===== src/rtl/pc_incrementer_if.sv =====
// ---------------------------------------------------------------------------
// pc_incrementer_if
// Purpose : groups the bus-side signals of the program-counter incrementer so
//           that the block and its driver share one bundle.
// Signals :
//   db_data       [7:0]  data bus byte, captured during the reset-vector fetch
//   adl_data      [7:0]  address-low bus value, PCL load source
//   adh_data      [7:0]  address-high bus value, PCH load source
//   adl_load             select adl_data as the PCL source this cycle
//   adh_load             select adh_data as the next PCH this cycle
//   inc                  increment the PC this cycle
//   pcl_out       [7:0]  current PCL register
//   pch_out       [7:0]  current PCH register
//   addr          [15:0] fetch address (FFFC / FFFD during vector fetch)
//   carry_pending        PCL wrapped; PCH increment is due next cycle
//   vec_active           high while the reset vector is being fetched
// Modports: master drives the control/data inputs, slave is the incrementer.
// ---------------------------------------------------------------------------
interface pc_incrementer_if;
    logic [7:0]  db_data;
    logic [7:0]  adl_data;
    logic [7:0]  adh_data;
    logic        adl_load;
    logic        adh_load;
    logic        inc;
    logic [7:0]  pcl_out;
    logic [7:0]  pch_out;
    logic [15:0] addr;
    logic        carry_pending;
    logic        vec_active;

    modport master (
        output db_data, adl_data, adh_data, adl_load, adh_load, inc,
        input  pcl_out, pch_out, addr, carry_pending, vec_active
    );

    modport slave (
        input  db_data, adl_data, adh_data, adl_load, adh_load, inc,
        output pcl_out, pch_out, addr, carry_pending, vec_active
    );
endinterface


===== src/rtl/pc_incrementer.sv =====
// ---------------------------------------------------------------------------
// pc_incrementer
// Purpose : 16-bit program counter split into PCL/PCH with a reset-vector
//           fetch (FFFC -> PCL, FFFD -> PCH) followed by a run phase in which
//           PCL can be loaded and/or incremented and PCH can be loaded or
//           receive a page carry one cycle after PCL wraps.
// Ports   :
//   i_clk    system clock, all state updates on the rising edge
//   i_res_n  synchronous active-low reset
//   bus      pc_incrementer_if.slave bundle (data/control in, PC/status out)
// ---------------------------------------------------------------------------
module pc_incrementer (
    input  logic               i_clk,
    input  logic               i_res_n,
    pc_incrementer_if.slave    bus
);

    typedef enum logic [1:0] {
        VEC_LO = 2'd0,
        VEC_HI = 2'd1,
        RUN    = 2'd2
    } state_t;

    state_t      r_state;
    logic [7:0]  r_pcl;
    logic [7:0]  r_pch;
    logic        r_carry;

    state_t      w_nextState;
    logic [7:0]  w_nextPcl;
    logic [7:0]  w_nextPch;
    logic        w_nextCarry;
    logic [7:0]  w_pclSrc;
    logic [8:0]  w_pclSum;

    // State register. Reset wins over everything and discards any pending
    // carry, so the vector fetch always restarts cleanly at VEC_LO.
    always_ff @(posedge i_clk) begin
        if (!i_res_n) begin
            r_state <= VEC_LO;
            r_pcl   <= 8'h00;
            r_pch   <= 8'h00;
            r_carry <= 1'b0;
        end else begin
            r_state <= w_nextState;
            r_pcl   <= w_nextPcl;
            r_pch   <= w_nextPch;
            r_carry <= w_nextCarry;
        end
    end

    // Next-state logic. During the vector fetch the load/increment controls
    // are ignored and only the data bus is captured. In RUN the PCL path and
    // the PCH path are independent: the PCH carry applied this cycle comes
    // from last cycle's wrap, while this cycle's wrap (bit 8 of the sum) only
    // arms the carry for the next cycle. A PCH load discards the old carry.
    always_comb begin
        w_nextState = r_state;
        w_nextPcl   = r_pcl;
        w_nextPch   = r_pch;
        w_nextCarry = 1'b0;
        w_pclSrc    = bus.adl_load ? bus.adl_data : r_pcl;
        w_pclSum    = {1'b0, w_pclSrc} + {8'h00, bus.inc};

        case (r_state)
            VEC_LO: begin
                w_nextState = VEC_HI;
                w_nextPcl   = bus.db_data;
            end
            VEC_HI: begin
                w_nextState = RUN;
                w_nextPch   = bus.db_data;
            end
            RUN: begin
                w_nextState = RUN;
                w_nextPcl   = w_pclSum[7:0];
                w_nextCarry = w_pclSum[8];
                if (bus.adh_load) begin
                    w_nextPch = bus.adh_data;
                end else if (r_carry) begin
                    w_nextPch = r_pch + 8'h01;
                end
            end
            default: begin
                w_nextState = VEC_LO;
            end
        endcase
    end

    // Outputs are decoded from registered state only.
    always_comb begin
        bus.pcl_out       = r_pcl;
        bus.pch_out       = r_pch;
        bus.carry_pending = r_carry;
        bus.vec_active    = (r_state != RUN);
        case (r_state)
            VEC_LO:  bus.addr = 16'hFFFC;
            VEC_HI:  bus.addr = 16'hFFFD;
            default: bus.addr = {r_pch, r_pcl};
        endcase
    end

endmodule

===== src/flat_wrapper.sv =====
// flat-port wrapper written by rule: the top's interface ports become plain ports
module pc_incrementer_flat 
  (i_clk, i_res_n, bus_db_data, bus_adl_data, bus_adh_data, bus_adl_load, bus_adh_load, bus_inc, bus_pcl_out, bus_pch_out, bus_addr, bus_carry_pending, bus_vec_active);
  pc_incrementer_if bus_i ();
  input  logic i_clk;
  input  logic i_res_n;
  input wire logic [$bits(bus_i.db_data)-1:0] bus_db_data;
  input wire logic [$bits(bus_i.adl_data)-1:0] bus_adl_data;
  input wire logic [$bits(bus_i.adh_data)-1:0] bus_adh_data;
  input wire logic [$bits(bus_i.adl_load)-1:0] bus_adl_load;
  input wire logic [$bits(bus_i.adh_load)-1:0] bus_adh_load;
  input wire logic [$bits(bus_i.inc)-1:0] bus_inc;
  output wire logic [$bits(bus_i.pcl_out)-1:0] bus_pcl_out;
  output wire logic [$bits(bus_i.pch_out)-1:0] bus_pch_out;
  output wire logic [$bits(bus_i.addr)-1:0] bus_addr;
  output wire logic [$bits(bus_i.carry_pending)-1:0] bus_carry_pending;
  output wire logic [$bits(bus_i.vec_active)-1:0] bus_vec_active;
  assign bus_i.db_data = bus_db_data;
  assign bus_i.adl_data = bus_adl_data;
  assign bus_i.adh_data = bus_adh_data;
  assign bus_i.adl_load = bus_adl_load;
  assign bus_i.adh_load = bus_adh_load;
  assign bus_i.inc = bus_inc;
  assign bus_pcl_out = bus_i.pcl_out;
  assign bus_pch_out = bus_i.pch_out;
  assign bus_addr = bus_i.addr;
  assign bus_carry_pending = bus_i.carry_pending;
  assign bus_vec_active = bus_i.vec_active;
  pc_incrementer u_core (.i_clk(i_clk), .i_res_n(i_res_n), .bus(bus_i));
endmodule

===== config.mk =====
export PLATFORM = sky130hd
export DESIGN_NAME = pc_incrementer_flat
export DESIGN_NICKNAME = d
export VERILOG_FILES = /design/src/rtl/pc_incrementer_if.sv /design/src/rtl/pc_incrementer.sv /design/src/flat_wrapper.sv
export SDC_FILE = /design/constraint.sdc
export NUM_CORES = 1
export LEC_CHECK = 0
export BUFFER_PORTS_ARGS = -buffer_cell sky130_fd_sc_hd__buf_4
export CORE_MARGIN = 2
export CORE_UTILIZATION = 43
export CTS_CLUSTER_SIZE = 10
export DETAILED_ROUTE_END_ITERATION = 6
export PLACE_DENSITY_LB_ADDON = 0.05
export SYNTH_ARGS = -nofsm -noshare
export SYNTH_HDL_FRONTEND = slang
export SYNTH_SLANG_ARGS = --single-unit

===== constraint.sdc =====
create_clock -name i_clk -period 2 [get_ports i_clk]
set_clock_uncertainty 0.05 [all_clocks]
set_input_delay 0.4 -clock i_clk [delete_from_list [all_inputs] [get_ports i_clk]]
set_output_delay 0.4 -clock i_clk [all_outputs]
set_load 0.03 [all_outputs]

==> Word level (Yosys, flattened, before mapping) <==
Cells that the tools add are included.
{ "classes": {"reduce_logical": 6, "n_addsub": 2, "muxes": 7, "eq_ne": 4} }
{ "op_table": {"columns": ["op", "count"], "rows": [
  ["16-bit case mux with 2 select lines", 1],
  ["8-bit case mux with 2 select lines", 2],
  ["8-bit 2-to-1 mux", 3],
  ["8-bit by 1-bit adder with 9-bit output", 1],
  ["8-bit by 1-bit adder with 8-bit output (second input constant)", 1],
  ["2-bit case mux with 2 select lines", 1],
  ["2-bit AND reduction", 2],
  ["2-bit nonzero test", 2],
  ["3-bit by 2-bit inequality test with 1-bit output (second input constant)", 1],
  ["2-bit by 1-bit equality test with 1-bit output (second input constant)", 1],
  ["2-bit equality test (second input constant)", 1],
  ["2-bit logical NOT", 1],
  ["2-bit inequality test (second input constant)", 1],
  ["2-bit OR reduction", 1]
]} }
{ "word_totals": {"input_bits": 29, "out_inout_bits": 34, "word_cells": 23, "reg_bits": 19} }

==> Depth between registers and ports, before layout <==
Gate-level depths: netlist of run 1.
{ "depth": {"ltp_word": 4, "depth_mapped": 9, "depth_no_buf": 7} }

==> Worst setup path after synthesis of run 1 <==
OpenSTA, ideal clock, no wires.
{ "synth_path": {"kind": "register to output", "start": "reg u_core.r_state[1]", "end": "out bus_addr[7]", "path_buffers": 2, "arrival_time_ns": 1.639, "required_time_ns": 1.550, "stages_incl_launch_ff": 6, "slack_ns": -0.089, "cell_sequence": "dfxtp_1 > clkbuf_1 > inv_1 > ha_1 > buf_2 > or3_1"} }
{ "synth_between": {"elab_chain_len": 2, "elab_cells_between_ends": 3, "classes_between": "eq/ne: 1; mux: 1; reduce/logical: 1"} }
{ "synth_rtl": {"columns": ["element", "line_no", "text"], "rows": [
  ["from (decl)", "pc_incrementer.sv:24", "state_t r_state;"],
  ["from (signal assigned)", "pc_incrementer.sv:45", "r_state <= w_nextState;"],
  ["2-bit by 1-bit equality test with 1-bit output / 2-bit logical NOT (equally long branches)", "pc_incrementer.sv:96", "case (r_state)"],
  ["16-bit case mux with 2 select lines (*)", "pc_incrementer.sv:96", null],
  ["to (decl)", "flat_wrapper.sv:15", "output wire logic [$bits(bus_i.addr)-1:0] bus_addr;"]
]} }
Every way passes the cells marked *; elsewhere a longest branch is shown, timed or not.

==> Worst setup path after layout of run 1 <==
Same ends and word-level chain as after synthesis.

==> metrics.md, run 1 <==
| Metric | Value |
|---|---|
| Run status | `complete, no violations` |
| Final setup fails | `0` |
| TritonCTS Buffers | `3` |
| Initial antenna violation count | `0` |
| Crit path largest cell delay | `0.39 ns` |
| EDFF count, synth | `0` |
| Fraction of registers with async set/reset | `0%` |
| Crit path cell chain | `inv_1 -> ha_2 -> or3_1 -> buf_4` |
| Final net count | `281` |
| Die area | `4000 µm²` |
| Fillers | `343` |
| Highest fanout seen on the critical path | `5` |
| Crit path kind | `reg -> out` |
| First-pass GRT wire length | `7.07 mm` |
| Netlist cell types | `47` |
| Post-place setup slack | `0.0690 ns` |
| Avg Inst Size Synth | `8.29 µm²` |
| Tot GR Track Use | `22.1%` |
| Post-route cell area | `2110 µm²` |
| Sequential Power Share | `30.9%` |
| PD cells | `926 nW/µm²` |
| Grt total ovfl | `0` |
| Wirelength, routed | `4.28 mm` |
| Mapped Cells | `182` |
| DR vias | `1598` |
| RR Endpoint | `u_core.bus.pcl_out[7]` |
| Worst hold start | `bus_db_data[2]` |
| CTS sink count | `19` |
| Net Count, Synth | `217` |
| Placed cell area | `2060 µm²` |
| Latest clock arrival within the worst-skew pair | `0.29 ns` |
| Fin Setup TNS | `0 ns` |
| CTS tree | `yes` |
| Initial Utilization | `44.9%` |
| CP max stage cell | `dfxtp_4` |
| I/O pins | `63` |
| Max Buffers Root-to-Sink | `2` |
| Reg2reg setup slack | `0.19 ns` |
| Die H | `63.2 µm` |
| DR iter-0 viols | `124` |
| Final Hold Fails | `0` |
| Residual DRC count | `0` |
| Max Slew Vio Count | `0` |
| Worst-Margin Slew | `0.526 ns` |
| Hpwl dp | `3.34 mm` |
| Fmax | `0.522 GHz` |
| Vias in the first global route | `1464` |
| Drt via density | `5.49` |
| Period minus WS final | `1.92 ns` |
| Worst r2r src | `u_core.bus.pcl_out[0]` |
| Final Wtd Congestion | `0.883` |
| Endpoint, Worst Hold | `u_core.bus.pch_out[2]` |
| Hold depth | `3` |
| Worst Path Arrival | `1.47 ns` |
| Clock share of power | `10.4%` |
| Crit-path leading delay family | `flip-flops` |
| Max-Cap Viols | `0` |
| H-tree lvl count | `1` |
| #FFs+latches synth | `19` |
| Logic gate share of total power | `58.7%` |
| Routed WL per cell | `14.7 µm` |
| Yosys warns | `0` |
| Area growth syn-to-layout | `39.9%` |
| Critical path launch point type | `register` |
| LEAKAGE | `0.960 nW` |
| Worst hold path class | `in -> reg` |
| Mapped cell area | `1510 µm²` |
| Commonest non-fill, non-tap cell in the layout | `buf_4` |
| Inserted Diodes | `0` |
| Cell-internal power | `0.00103 W` |
| Sw frac | `47.4%` |
| Worst VDD drop | `499 µV` |
| DRT Pass-1 Iters | `4` |
| Die X-Extent | `63.2 µm` |
| CP endpoint kind | `output port` |
| Core footprint | `3360 µm²` |
| Worst R2R Path Depth | `6` |
| Clock Root Buffer | `clkbuf_4` |
| Register area share after synthesis | `25.2%` |
| CP Data Required Time | `1.55 ns` |
| Antenna-violating nets left | `0` |
| Port Buffer Count | `62` |
| Num rows | `21` |
| Buf/Inv on CP | `2` |
| Final Cycle Share | `95.8%` |
| Ys flop type | `dfxtp_1` |
| Pin count of the biggest net entering global routing | `26` |
| Highest-count cells in the layout ignoring fill and taps | `buf_4, nand2_1, dfxtp_1` |
| Worst slew margin | `64.7%` |
| RSZ-0062 raised after global routing | `no` |
| Final worst slack | `0.0842 ns` |
| Reg clk slew, reported paths | `0.12 ns` |
| NetSw | `0.000926 W` |
| Layout cell share with drive strength beyond 1 | `37.1%` |
[through the flow]
| step | instances | hold slack (ns) | power (W) | util [%] |
|---|---|---|---|---|
| after global placement | 285 | 0.467 | 0.00172 | 61.1 |
| final | 291 | 0.349 | 0.00195 | 62.8 |
| after global routing | 291 | 0.340 | 0.00208 | 62.8 |
| after floorplan | 182 | 0.540 | 0.00131 | - |
| after CTS | 289 | 0.346 | 0.00195 | 61.9 |
| after detailed placement | 285 | 0.471 | 0.00174 | 61.1 |
[logic make-up after synthesis]
family          share of synthesized area [%]
fa+ha+maj                                4.97
mux                                      13.2
flops                                    25.2
simple gates                             26.5
xor+xnor                                 2.32
compound gates                           21.9
buf+inv                                  5.89
[worst max path at each step]
stage                           start                     to  depth (start not counted)
floorplan           u_core.r_state[1]            bus_addr[7]                          5
global placement         bus_adl_load  u_core.bus.pcl_out[7]                          7
finish              u_core.r_state[1]            bus_addr[7]                          4
detailed placement       bus_adl_load  u_core.bus.pcl_out[7]                          7
CTS                 u_core.r_state[1]            bus_addr[7]                          4
global route        u_core.r_state[1]            bus_addr[7]                          4
[per-layer routing]
| layer | global-route usage [%] | vias up | part of all wire (%) |
|---|---|---|---|
| met2 | 38.3 | 53 | 49 |
| met1 | 27.9 | 743 | 44 |
| met3 | 3.39 | 6 | 5.1 |
| met5 | 0 | - | 0 |
| li1 | - | 796 | - |
| met4 | 7.07 | 0 | 1.7 |
[flip-flops by register name, indices dropped and copies added (netlist names)]
| register | count |
|---|---|
| u_core.bus.pch_out | 8 |
| u_core.bus.pcl_out | 8 |
| u_core.r_state | 2 |
| u_core.bus.carry_pending | 1 |
[Yosys cell counts, drive strengths merged, types with 2 or more instances]
library cell	instances	area share, %
buf	7	3.2
clkbuf	5	1.2
nand2b	13	5.4
a21oi	6	2.0
o21ai	17	5.6
nand3	6	2.0
ha	6	5.0
xor2	2	1.2
a31oi	2	0.83
o211a	4	2.7
mux2	7	5.2
xnor2	2	1.2
o311ai	2	1.2
nand4	5	2.1
mux2i	12	8.0
nand2	19	4.7
nor4	2	0.83
nor3	2	0.66
inv	6	1.5
a211oi	5	2.8
nand4b	2	3.2
nor2	8	2.0
and2	4	1.7
dfxtp	19	25
a21boi	2	0.99
o211ai	2	0.99
[tightest hold or removal path, delay by kind of cell]
kind / cells / cell delay (ns)
multiplexers: 1 / 0.05
buffers and inverters: 1 / 0.08
AO/OA/AOI/OAI: 1 / 0.12
[what timing repair did]
| action | CTS | global route |
|---|---|---|
| setup endpoints to repair | 1 | 2 |
| hold buffers | 0 | 0 |
| gates resized for setup | 1 | 5 |
| buffers inserted | 0 | 2 |
[final cells by class]
cell class	instances	area, µm²	share of cell area, %
repair buffers	71	546	25.8
clock buffers	4	26.3	1.24
well taps	46	57.6	2.73
inverters	6	26.3	1.24
multi-input cells	145	1070	50.7
flip-flops and latches	19	385	18.3
[power groups by stage]
stage	Combinational [W]	Sequential (W)	Clock, W
floorplan	0.000587	0.000726	0
global placement	0.00112	0.000601	0
detailed placement	0.00113	0.000606	0
CTS	0.00114	0.000598	0.000214
global route	0.00123	0.000621	0.000233
finish	0.00115	0.000603	0.000203
Note: power is estimated with default switching activity, not from simulation.
==> run 2, diff against run 1 <==
- ABC_AREA: unset -> 1
==> run 2 against run 1 <==
Combinational power about the same. Global-route usage increased by 1.6 points. Synthesized cell count increased by 38%. Utilization decreased by 2.0 points. Total power decreased by 2.4%. Final area decreased by 5.5%. Final cell count increased by 23%. Critical path type unchanged. Critical endpoint is now bus_vec_active. Largest cell class unchanged.
==> metrics.md, run 2 <==
| Metric | Value |
|---|---|
| Area growth syn-to-layout | `37.5%` |
| Pin count of the biggest net entering global routing | `20 (-23%)` |
| Max-Cap Viols | `0 (unchanged)` |
| DR vias | `1717 (+7.4%)` |
| Port Buffer Count | `62 (unchanged)` |
| Worst r2r src | `u_core.r_state[0]` |
| Post-CTS Setup Inserts | `0 (unchanged)` |
| Highest fanout seen on the critical path | `19 (+14)` |
| Clock Root Buffer | `clkbuf_4` |
| CTS sink count | `19 (unchanged)` |
| Latest clock arrival within the worst-skew pair | `0.32 ns (+0.03 ns)` |
| Die X-Extent | `62.1 µm (-1.8%)` |
| Avg Inst Size Synth | `5.76 µm² (-31%)` |
| Final Cycle Share | `96.2% (+0.42 points)` |
| Register area share after synthesis | `26.2% (+1.0 points)` |
| Wirelength, routed | `4.18 mm (-2.3%)` |
| Hpwl dp | `3.24 mm (-2.9%)` |
| Worst R2R Path Depth | `7 (+1)` |
| Post-synthesis compound-gate area fraction | `17.6% (-4.3 points)` |
| Cell accounting for the most synthesized area | `dfxtp_1` |
| RR Endpoint | `u_core.bus.pch_out[1]` |
| I/O pins | `63 (unchanged)` |
| Max Buffers Root-to-Sink | `2 (unchanged)` |
| Inserted Diodes | `0 (unchanged)` |
| Post-synthesis mux area share | `0% (-13 points)` |
| Simple-Gate Fraction of Synth Area | `37.7% (+11 points)` |
| Num rows | `21 (unchanged)` |
| Hold depth | `3 (unchanged)` |
| Yosys warns | `0 (unchanged)` |
| Endpoint, Worst Hold | `u_core.bus.pch_out[1]` |
| H-tree lvl count | `1 (unchanged)` |
| Drt via density | `4.78 (-13%)` |
| Mapped cell area | `1450 µm² (-3.8%)` |
| Net Count, Synth | `287 (+32%)` |
| Reg2reg setup slack | `0.31 ns (+0.12 ns)` |
| Antenna-violating nets left | `0 (unchanged)` |
| Leading post-synthesis cells by cell area | `dfxtp_1, nand2_1, o21ai_0` |
| DRT Pass-1 Iters | `4 (unchanged)` |
| Routed WL per cell | `11.7 µm (-21%)` |
| Initial Utilization | `44.2% (-0.68 points)` |
| Worst Path Arrival | `1.47 ns (about the same)` |
| Fmax | `0.520 GHz (-0.44%)` |
| First-pass GRT wire length | `6.75 mm (-4.6%)` |
| Netlist cell types | `20 (-57%)` |
| Residual DRC count | `0 (unchanged)` |
| Vias in the first global route | `1442 (-1.5%)` |
| Hold Buf Count CTS | `0 (unchanged)` |
| Worst hold start | `bus_db_data[1]` |
| EDFF count, synth | `0 (unchanged)` |
| Reg clk slew, reported paths | `0.13 ns (about the same)` |
| Critical path launch point type | `register` |
| Crit path kind | `reg -> out` |
| Die H | `62.1 µm (-1.8%)` |
| TritonCTS Buffers | `3 (unchanged)` |
| LEAKAGE | `1.02 nW (+6.3%)` |
| Period minus WS final | `1.92 ns (+0.00849 ns)` |
| Placed cell area | `1950 µm² (-5.1%)` |
| Max Slew Vio Count | `0 (unchanged)` |
| Largest family of logic cells by synthesized area | `simple AND/OR/NAND/NOR gates` |
| Highest-count cells in the layout ignoring fill and taps | `nand2_1, buf_4, inv_1` |
| CP endpoint kind | `output port` |
| Share of Yosys cell area claimed by the top area cell type | `26.2% (+1.0 points)` |
| Commonest non-fill, non-tap cell in the layout | `nand2_1` |
| Die area | `3860 µm² (-3.6%)` |
| Commonest cells post-synth | `nand2_1, inv_1, o21ai_0, nor2_1, nand3_1` |
| Synth Area in XOR/XNOR | `1.21% (-1.1 points)` |
| Worst slew margin | `79.3% (+15 points)` |
| Final worst slack | `0.0757 ns (-0.00849 ns)` |
| Final Hold Fails | `0 (unchanged)` |
| Final Wtd Congestion | `0.863 (-2.2%)` |
| Layout cell share with drive strength beyond 1 | `25.2% (-12 points)` |
| DR iter-0 viols | `135 (+8.9%)` |
| Worst hold path class | `in -> reg` |
| Grt total ovfl | `0 (unchanged)` |
| Initial antenna violation count | `0 (unchanged)` |
| RSZ-0062 raised after global routing | `yes` |
| CTS tree | `yes` |
| #FFs+latches synth | `19 (unchanged)` |
| Worst-Margin Slew | `0.310 ns (-0.216 ns)` |
| Run status | `complete, no violations` |
| Ys flop type | `dfxtp_1` |
| Tot GR Track Use | `23.7% (+1.6 points)` |
| CP Data Required Time | `1.55 ns (about the same)` |
| Library cell with the highest instance count after synthesis | `nand2_1` |
| Post-route cell area | `2000 µm² (-5.5%)` |
| PD cells | `956 nW/µm² (+3.3%)` |
| Post-place setup slack | `0.146 ns (+0.0765 ns)` |
| Adder-cell area share of the yosys netlist | `5.17% (+0.20 points)` |
| Fraction of registers with async set/reset | `0% (unchanged)` |
| Core footprint | `3280 µm² (-2.3%)` |
| Mapped Cells | `252 (+38%)` |
| Final net count | `349 (+24%)` |
| Worst VDD drop | `439 µV (-12%)` |
| Final setup fails | `0 (unchanged)` |
## run 2: cell families (layout without fill, tap and decap cells)
logic type / count (synthesis) / count (layout)
DFF: 19 / 19
AOI/OAI and AO/OA: 50 / 50
adders and majority gates: 6 / 6
buffers and inverters: 43 / 104
xor gates and xnor gates: 2 / 2
and+or+nand+nor: 132 / 132
## run 2: area by class of cell
cell class,instances,area [µm²]
fillers,337,1290
flip-flops and latches,19,382
inverters,35,134
clock inverters,1,5.00
clock buffers,3,22.5
well taps,46,57.6
repair buffers,65,488
multi-input cells,190,907
## run 2: repair_timing
| action | CTS | global route |
|---|---|---|
| resized for setup | 2 | 3 |
| pin swaps | 0 | 0 |
| endpoints found under the setup margin | 2 | 2 |
## run 2: critical path, cell delays in order, from the launching register on
cell,delay [ns]
dfxtp_1,0.36
inv_1,0.10
ha_1,0.30
inv_4,0.19
buf_4,0.20
## run 2: worst max path at each step
stage,cells after the start,endpoint,from,slack (ns)
floorplan,9,u_core.bus.pcl_out[6],u_core.bus.pcl_out[0],0.42
global placement,11,u_core.bus.pcl_out[6],bus_adl_load,0.20
global route,4,bus_vec_active,u_core.r_state[0],-0.02
detailed placement,11,u_core.bus.pcl_out[6],bus_adl_load,0.15
finish,4,bus_vec_active,u_core.r_state[0],0.08
CTS,4,bus_vec_active,u_core.r_state[0],0.02
## run 2: report_power, final
group          switching, W  internal (W)
Combinational      0.000709      0.000410
Clock              0.000145     0.0000748
Sequential         0.000101      0.000467
Total              0.000956      0.000952
## run 2: stage by stage
stage               cells  power [W]  TNS (ns)  hold slack, ns  util, %
global route          359    0.00207   -0.0175           0.319     60.8
finish                359    0.00191         0           0.315     60.8
CTS                   359    0.00190         0           0.319     60.4
floorplan             252    0.00128         0           0.528        -
global placement      355    0.00167         0           0.516     59.4
detailed placement    355    0.00168         0           0.531     59.4
## run 2: layer usage
metal / GRT usage (%) / up-vias / share of wire [%]
met4: 7.60 / 0 / 1.8
li1: - / 922 / -
met3: 3.52 / 7 / 7.8
met2: 33.6 / 66 / 42
met1: 36.2 / 722 / 48
met5: 0 / - / 0
